File: src/rtl/tetris_input_ctrl.sv
`default_nettype none
// ============================================================================
// tetris_input_ctrl : debounced, arbitrated move-pulse generator for tetris.
// TETRIS_AUTOREPEAT_EN enables DAS / soft-drop repeat.          Rev 1.0
// ============================================================================
module tetris_input_ctrl #(
  parameter int DEBOUNCE_CYC = 4,
  parameter int DAS_DELAY    = 12,
  parameter int DAS_RATE     = 3,
  parameter int DROP_RATE    = 2
) (
  input  logic btnCLK,
  input  logic rst,
  input  logic enable,
  input  logic btnL,
  input  logic btnR,
  input  logic btnU,
  input  logic btnD,
  output logic mvL,
  output logic mvR,
  output logic mvRot,
  output logic mvD
);

  // One shared counter width, sized for the longest interval of any counter.
  localparam int c_max_a   = (DEBOUNCE_CYC > DAS_DELAY) ? DEBOUNCE_CYC : DAS_DELAY;
  localparam int c_max_b   = (DAS_RATE > DROP_RATE) ? DAS_RATE : DROP_RATE;
  localparam int c_cnt_max = (c_max_a > c_max_b) ? c_max_a : c_max_b;
  localparam int c_cnt_w   = (c_cnt_max > 1) ? $clog2(c_cnt_max) : 1;

  localparam logic [c_cnt_w-1:0] c_db_last = c_cnt_w'(DEBOUNCE_CYC - 1);

  localparam int c_ch_l = 0;
  localparam int c_ch_r = 1;

`ifdef TETRIS_AUTOREPEAT_EN
  localparam int c_ch_d = 3;
  localparam logic [c_cnt_w-1:0] c_das_last  = c_cnt_w'(DAS_DELAY - 1);
  localparam logic [c_cnt_w-1:0] c_rate_last = c_cnt_w'(DAS_RATE - 1);
  localparam logic [c_cnt_w-1:0] c_drop_last = c_cnt_w'(DROP_RATE - 1);
`endif

  typedef enum logic [1:0] {
    ST_IDLE   = 2'd0,
    ST_DELAY  = 2'd1,
    ST_REPEAT = 2'd2,
    ST_HELD   = 2'd3
  } state_t;

  // Channel index order doubles as arbiter priority: L, R, Rot, D.
  logic [3:0]         w_raw;
  logic [3:0]         r_sync1;
  logic [3:0]         r_sync2;
  logic [3:0]         r_stable;
  logic [c_cnt_w-1:0] r_db_cnt [4];

  state_t             r_state     [4];
  state_t             w_state_nxt [4];
`ifdef TETRIS_AUTOREPEAT_EN
  logic [c_cnt_w-1:0] r_rpt_cnt     [4];
  logic [c_cnt_w-1:0] w_rpt_cnt_nxt [4];
`endif

  logic               w_block;
  logic [3:0]         w_set;
  logic [3:0]         r_pend;
  logic [3:0]         w_req;
  logic [3:0]         w_grant;
  logic [3:0]         w_pend_nxt;

  assign w_raw = {btnD, btnU, btnR, btnL};

  always_ff @(posedge btnCLK) begin
    if (rst) begin
      r_sync1  <= '0;
      r_sync2  <= '0;
      r_stable <= '0;
      for (int i = 0; i < 4; i++) r_db_cnt[i] <= '0;
    end else begin
      r_sync1 <= w_raw;
      r_sync2 <= r_sync1;
      for (int i = 0; i < 4; i++) begin
        if (r_sync2[i] == r_stable[i]) begin
          r_db_cnt[i] <= '0;
        end else if (r_db_cnt[i] == c_db_last) begin
          r_stable[i] <= r_sync2[i];
          r_db_cnt[i] <= '0;
        end else begin
          r_db_cnt[i] <= r_db_cnt[i] + 1'b1;
        end
      end
    end
  end

  always_ff @(posedge btnCLK) begin
    if (rst) begin
      for (int i = 0; i < 4; i++) begin
        r_state[i] <= ST_IDLE;
`ifdef TETRIS_AUTOREPEAT_EN
        r_rpt_cnt[i] <= '0;
`endif
      end
    end else begin
      for (int i = 0; i < 4; i++) begin
        r_state[i] <= w_state_nxt[i];
`ifdef TETRIS_AUTOREPEAT_EN
        r_rpt_cnt[i] <= w_rpt_cnt_nxt[i];
`endif
      end
    end
  end

  always_comb begin
    w_block = r_stable[c_ch_l] & r_stable[c_ch_r];
    w_set   = '0;
    for (int i = 0; i < 4; i++) begin
      w_state_nxt[i] = r_state[i];
`ifdef TETRIS_AUTOREPEAT_EN
      w_rpt_cnt_nxt[i] = '0;
`endif
      if (!enable || !r_stable[i] || (w_block && (i == c_ch_l || i == c_ch_r))) begin
        w_state_nxt[i] = ST_IDLE;
      end else begin
        case (r_state[i])
          ST_IDLE: begin
            w_set[i] = 1'b1;
`ifdef TETRIS_AUTOREPEAT_EN
            if (i == c_ch_l || i == c_ch_r) w_state_nxt[i] = ST_DELAY;
            else if (i == c_ch_d)           w_state_nxt[i] = ST_REPEAT;
            else                            w_state_nxt[i] = ST_HELD;
`else
            w_state_nxt[i] = ST_HELD;
`endif
          end
`ifdef TETRIS_AUTOREPEAT_EN
          ST_DELAY: begin
            if (r_rpt_cnt[i] == c_das_last) begin
              w_set[i]       = 1'b1;
              w_state_nxt[i] = ST_REPEAT;
            end else begin
              w_rpt_cnt_nxt[i] = r_rpt_cnt[i] + 1'b1;
            end
          end
          ST_REPEAT: begin
            if (r_rpt_cnt[i] == ((i == c_ch_d) ? c_drop_last : c_rate_last)) begin
              w_set[i] = 1'b1;
            end else begin
              w_rpt_cnt_nxt[i] = r_rpt_cnt[i] + 1'b1;
            end
          end
`endif
          default: w_state_nxt[i] = r_state[i];
        endcase
      end
    end
  end

  // A fresh request in the same cycle as its grant stays pending, so no press is lost.
  always_comb begin
    w_req = r_pend;
    if (w_block) begin
      w_req[c_ch_l] = 1'b0;
      w_req[c_ch_r] = 1'b0;
    end
    if (!enable) w_req = '0;
    w_grant = '0;
    for (int i = 3; i >= 0; i--) begin
      if (w_req[i]) begin
        w_grant    = '0;
        w_grant[i] = 1'b1;
      end
    end
    w_pend_nxt = (w_req & ~w_grant) | w_set;
  end

  always_ff @(posedge btnCLK) begin
    if (rst) begin
      r_pend <= '0;
      mvL    <= 1'b0;
      mvR    <= 1'b0;
      mvRot  <= 1'b0;
      mvD    <= 1'b0;
    end else begin
      r_pend <= w_pend_nxt;
      mvL    <= w_grant[0];
      mvR    <= w_grant[1];
      mvRot  <= w_grant[2];
      mvD    <= w_grant[3];
    end
  end

endmodule
`default_nettype wire

File: config.mk
export PLATFORM = sky130hd
export DESIGN_NAME = tetris_input_ctrl
export DESIGN_NICKNAME = d
export VERILOG_FILES = /design/src/rtl/tetris_input_ctrl.sv
export SDC_FILE = /design/constraint.sdc
export NUM_CORES = 1
export LEC_CHECK = 0
export CAP_MARGIN = 0
export CORE_MARGIN = 2
export CORE_UTILIZATION = 30
export DETAILED_ROUTE_END_ITERATION = 12
export RECOVER_POWER = 25
export SLEW_MARGIN = 20
export SYNTH_ARGS = -nofsm -noshare
export SYNTH_HDL_FRONTEND = slang
export SYNTH_SLANG_ARGS = --single-unit
File: constraint.sdc
create_clock -name btnCLK -period 1.6 [get_ports btnCLK]
set_clock_uncertainty 0.05 [all_clocks]
set_input_delay 0.48 -clock btnCLK [delete_from_list [all_inputs] [get_ports btnCLK]]
set_output_delay 0.48 -clock btnCLK [all_outputs]
set_load 0.1 [all_outputs]
### Yosys cells after proc, flatten, opt, wreduce, memory -nomap -nowiden

Memories as Yosys holds them, arrays and structs flattened.
Index checks and enable logic that the tools add are counted.

* input bits: 7
* bits in writable memories: 24
* memories: 2
* output and inout bits: 4
* bits in registers: 20

Memories
* r_db_cnt: depth 4, width 4, rd ports 4, clocked after memory_dff 0, write ports 4, line 55 `logic [c_cnt_w-1:0] r_db_cnt [4];`
* r_state: depth 4, width 2, rd ports 4, clocked after memory_dff 0, write ports 4, line 57 `state_t r_state [4];`

* equal/unequal tests: 8
* reductions and logical operators: 19
* bitwise logic cells: 24
* muxes and demuxes: 85
* add/subtract/negate cells: 4

Operator list (count)
* $mux W4: 17
* $mux W1: 55
* $mux W2: 13
* $add A4 B1 Y4 const B: 4
* $eq A4 B2 Y1 const B: 4
* $or A1 B1 Y1: 16
* $logic_not A2 Y1: 4
* $reduce_and A2 Y1: 4
* $logic_or A1 B1 Y1: 6
* $logic_not A1 Y1: 5
* $and A4 B4 Y4: 1
* $eq A1 B1 Y1: 4
* $not A1 Y1: 4
* $not A4 Y4: 1
* $or A4 B4 Y4: 1
* $and A1 B1 Y1: 1

### Depth between registers and ports, before layout

* depth after elaboration: 10
* mapped depth: 4
* gate-level depth less buffers: 4

### Worst setup path before layout

OpenSTA, ideal clock, no wires.

* kind: register to register
* start: memory r_db_cnt[3][0] (netlist name)
* end: memory r_db_cnt[3][2] (netlist name), data pin
* path slack: 0.158 ns
* library setup time: 0.139 ns
* data required time: 1.411 ns
* period minus slack after synthesis: 1.442 ns
* path buffers: 0
* arrival: 1.253 ns
* stages on the path, launching flop included: 5
* path through: edfxtp_1 ha_1 nor3b_1 or3_1 nor2_1

RTL lines (line)
* start, declared: 55

### Worst setup path after layout

* start: input port enable
* end: register r_pend[2]

* longest elaborated chain between the ends: 7
* elaborated cells between the ends (all ways): 10
* those cells by class: mux: 5; bitwise: 3; reduce/logical: 2

Ends and longest elaborated chain
* start, declared: line 14 `input logic enable,`
* $mux W4: line 165 `if (!enable) w_req = '0;`
* $mux W4 (3 in a row): line 168 `if (w_req[i]) begin`
* $not A4 Y4: line 173 `w_pend_nxt = (w_req & ~w_grant) | w_set;`
* $and A4 B4 Y4: line 173
* $or A4 B4 Y4 (*): line 173
* end signal, assigned: line 184 `r_pend <= w_pend_nxt;`
* end, declared: line 66 `logic [3:0] r_pend;`

Mark *: on every way between the ends. The rest lies on a longest branch, timed or not.
A chain may end at the register's enable or synchronous reset.

==> impl_metrics.sql <==
INSERT INTO impl_metrics (metric_group, metric, value, unit) VALUES
('place', 'io_buffer_count', '10', ''),
('place', 'numPlacedInstances', '235', ''),
('die', 'die-height', '76.3', 'um'),
('sta', 'layout_worst_path_cycle_share', '95.8', '%'),
('layout', 'diode_count', '0', ''),
('routing', 'detail-route-antenna-nets', '0', ''),
('sta', 'hold_ws', '0.346', 'ns'),
('worst_setup_path', 'timing.critical_path.fanout_max', '4', ''),
('outcome', 'outcome', 'completed', ''),
('die', 'boundaryPins', '11', ''),
('worst_setup_path', 'start_kind', 'primary input', ''),
('synthesis', 'synth.top_cell.area_share', '30.6', '%'),
('clock_network', 'clk_latency_worst_skew_pair', '0.29', 'ns'),
('routing', 'route.met2.wl', '980', 'um'),
('clock_network', 'clkSinkCount', '40', ''),
('sta', 'max_freq', '653', 'MHz'),
('clock_network', 'clock_pin_slew_of_the_registers_on_the_worst_case_setup_and_hold_paths', '0.07', 'ns'),
('routing', 'drt-vias-per-instance', '3.95', ''),
('die', 'fp-row-count', '26', ''),
('worst_setup_path', 'worst_ep_arrival_time', '1.66', 'ns'),
('die', 'fp.dieArea', '5830', 'sq um'),
('routing', 'wire_length_on_met3', '118', 'um'),
('layout', 'post_route_cells_drive_above_1_share', '17.8', '%'),
('synthesis', 'netlist-cell-type-count', '31', ''),
('sta', 'rsz0062_at_grt', 'no', ''),
('routing', 'via_count', '963', ''),
('clock_network', 'cts_tree', 'yes', ''),
('synthesis', 'yosys-top-cells-area', 'dfxtp_1 (31%), edfxtp_1 (31%), nor2_1 (5.0%)', ''),
('clock_network', 'total_clock_buffers_created_by_cts', '5', ''),
('clock_network', 'cts.path.max_buffers', '2', ''),
('worst_setup_path', 'cp_slowest_stage_delay', '0.44', 'ns'),
('sta', 'final-max-slew-violation-count', '0', ''),
('min_path', 'min-delay-path-class', 'flip-flop to flip-flop', ''),
('routing', 'drc', '0', ''),
('worst_setup_path', 'path_cells', 'clkdlybuf4s50_1 -> buf_4 -> buf_4 -> a21o_1 -> a32oi_1 -> nor2_1', ''),
('power', 'power.density', '901', 'nW/um^2'),
('synthesis', 'synth.yosys.warnings', '0', ''),
('die', 'placeableCoreArea', '5070', 'sq um'),
('routing', 'drt-met1-wl', '1.14', 'mm'),
('worst_setup_path', 'critical-path-slowest-cell', 'clkdlybuf4s50_1', ''),
('global_route', 'grt_pass1_wl', '4.14', 'mm'),
('flow_run', 'cap_violations', '0', ''),
('synthesis', 'syn-cell-area', '1570', 'sq um'),
('clock_network', 'ctsHtreeMaxLevel', '2', ''),
('synthesis', 'yosys_register_bits', '40', ''),
('routing', 'drt-total-wl', '2.28', 'mm'),
('worst_setup_path', 'capturing_element_type_of_the_critical_path', 'flip-flop', ''),
('die', 'floorplan.initialDensity', '30.9', '%'),
('routing', 'top_signal_layer_used', 'met4', ''),
('synthesis', 'yosysSeqAreaShare', '61.2', '%'),
('global_route', 'grt_antenna_before_repair', '0', ''),
('sta', 'timing_hold_violations_final', '0', ''),
('place', 'globalplace.congestion', '0.703', ''),
('synthesis', 'synth_top_area_cell', 'dfxtp_1', ''),
('sta', 'final.min_clock_period', '1.53', 'ns'),
('place', 'post-dp-hpwl', '1.66', 'mm'),
('global_route', 'globalRoute.totalOverflow', '0', ''),
('sta', 'setup_viol', '0', ''),
('synthesis', 'post_synth.cell_area_avg', '11.8', 'sq um'),
('worst_setup_path', 'cpMostUsedCell', 'buf_4', ''),
('worst_setup_path', 'required', '1.73', 'ns'),
('layout', 'instances_no_fill', '244', ''),
('power', 'vdd_ir_drop_max', '0.000502', 'V'),
('worst_setup_path', 'timing_worst_setup_path_type', 'primary input to flip-flop', ''),
('routing', 'routed_wire_length_per_instance', '9.35', 'um'),
('global_route', 'grt_max_degree', '12', ''),
('layout', 'final_nets', '185', ''),
('global_route', 'grt_use_total', '9.06', '%'),
('clock_network', 'cts_root_buffer', 'clkbuf_8', ''),
('global_route', 'first_global_vias', '947', ''),
('die', 'dieWidth', '76.3', 'um'),
('routing', 'dr.pass1.iters', '3', ''),
('layout', 'area_overhead_vs_synth', '28.4', '%'),
('routing', 'drt-initial-drc-count', '26', ''),
('synthesis', 'syn-instance-count', '133', ''),
('clock_network', 'cts-hold-fix-buffers', '0', ''),
('power', 'p_leak', '0.769', 'nW');
Yosys cell counts, drive strengths merged:
cell and count:
xor2 4, nand3 4, and4b 1, inv 6
edfxtp 16, a21o 2, a22o 1, conb 1
nand2b 1, nand2 4, clkbuf 1, a32oi 1
a21oi 1, a211o 1, buf 1, nor3 1
and3b 1, dfxtp 24, nor4bb 1, nor3b 6
ha 4, nor2 21, and2 2, xnor2 8
a311oi 1, or3 4, a41o 1, nor2b 10
mux2i 4
per-stage QoR:
step / area [sq um] / setup TNS, ns / util (%) / total power, mW / setup slack, ns
final: 2020 / 0 / 39.7 / 1.82 / 0.0679
after global routing: 2020 / 0 / 39.7 / 1.92 / 0.0134
after CTS: 1990 / 0 / 39.3 / 1.85 / 0.0107
after detailed placement: 1910 / -6.21 / 37.6 / 1.23 / -0.315
after global placement: 1910 / -6.02 / 37.6 / 1.22 / -0.293
after floorplan: 1630 / 0 / - / 1.18 / 0.158
cell type report:
type	instances	area [sq um]
fillers	527	3060
flip-flops and latches	40	961
multi-input cells	100	662
repair buffers	21	205
well taps	70	87.6
clock buffers	6	72.6
inverters	6	22.5
clock inverters	1	5.00
what timing repair did:
item / 4_1_cts / 5_1_grt
gates cloned: 0 / 0
hold endpoints to repair: 0 / 0
setup endpoints to repair: 1 / 18
buffers inserted: 0 / 2
resized for setup: 1 / 8
critical path, delay by kind of cell:
family                 cells  cell delay (ns)
AOI/OAI and AO/OA          2             0.39
and+or+nand+nor            1             0.06
buffers and inverters      3             0.74
layer usage:
metal  vias to the layer above  track usage [%]
met3                         5             4.50
li1                        517                -
met1                       426             11.4
met5                         -                0
met2                        15             12.8
met4                         0             4.55
power by group:
group | switching [mW] | internal [mW] | leakage (nW)
Combinational | 0.0440 | 0.0544 | 0.368
Clock | 0.317 | 0.296 | 0.0410
Sequential | 0.0174 | 1.09 | 0.360
flip-flops by register name, indices dropped and copies added, names as in the netlist:
| signal | count |
|---|---|
| r_db_cnt | 16 |
| r_pend | 4 |
| r_stable | 4 |
| r_state | 4 |
| r_sync1 | 4 |
| r_sync2 | 4 |
| mvD | 1 |
| mvL | 1 |
| mvR | 1 |
| mvRot | 1 |
cell families (layout without fill, tap and decap cells):
family	Yosys count	after routing	synth area share, %
other	1	16	0.239
and+or+nand+nor	56	56	19.3
AOI/OAI and AO/OA	8	8	4.70
muxes	4	4	2.55
xor gates and xnor gates	12	12	6.69
DFF	40	40	61.2
adders and majority gates	4	4	3.19
buffers and inverters	8	34	2.15
path summary, 6_finish.rpt:
kind | from | endpoint | slack (ns) | cells after the start
max | enable | r_pend[2]$_SDFF_PP0_ | 0.07 | 6
min reg2reg | r_state[0][0]$_SDFFE_PP0N_ | r_pend[0]$_SDFF_PP0_ | 0.35 | 1
min | r_state[0][0]$_SDFFE_PP0N_ | r_pend[0]$_SDFF_PP0_ | 0.35 | 1
max reg2reg | r_db_cnt[3][0]$_SDFFCE_PN0P_ | r_db_cnt[3][2]$_SDFFCE_PN0P_ | 0.09 | 4
layout by cell type (no fill, tap or decap), drive strengths merged:
| master | synthesis | layout |
|---|---|---|
| and3b | 1 | 1 |
| and4b | 1 | 1 |
| buf | 1 | 11 |
| a32oi | 1 | 1 |
| nand3 | 4 | 4 |
| clkdlybuf4s50 | 0 | 3 |
| a22o | 1 | 1 |
| dfxtp | 24 | 24 |
| a21oi | 1 | 1 |
| nor2b | 10 | 10 |
| a41o | 1 | 1 |
| dlygate4sd3 | 0 | 2 |
| edfxtp | 16 | 16 |
| or3 | 4 | 4 |
| nand2b | 1 | 1 |
| nor2 | 21 | 21 |
| ha | 4 | 4 |
| nor3b | 6 | 6 |
| a211o | 1 | 1 |
| xnor2 | 8 | 8 |
| mux2i | 4 | 4 |
| inv | 6 | 6 |
| clkinv | 0 | 1 |
| clkbuf | 1 | 11 |
| nor3 | 1 | 1 |
| xor2 | 4 | 4 |
| a21o | 2 | 2 |
| a311oi | 1 | 1 |
| and2 | 2 | 2 |
| conb | 1 | 16 |
| nand2 | 4 | 4 |
| nor4bb | 1 | 1 |
(Power assumes the default switching activity.)
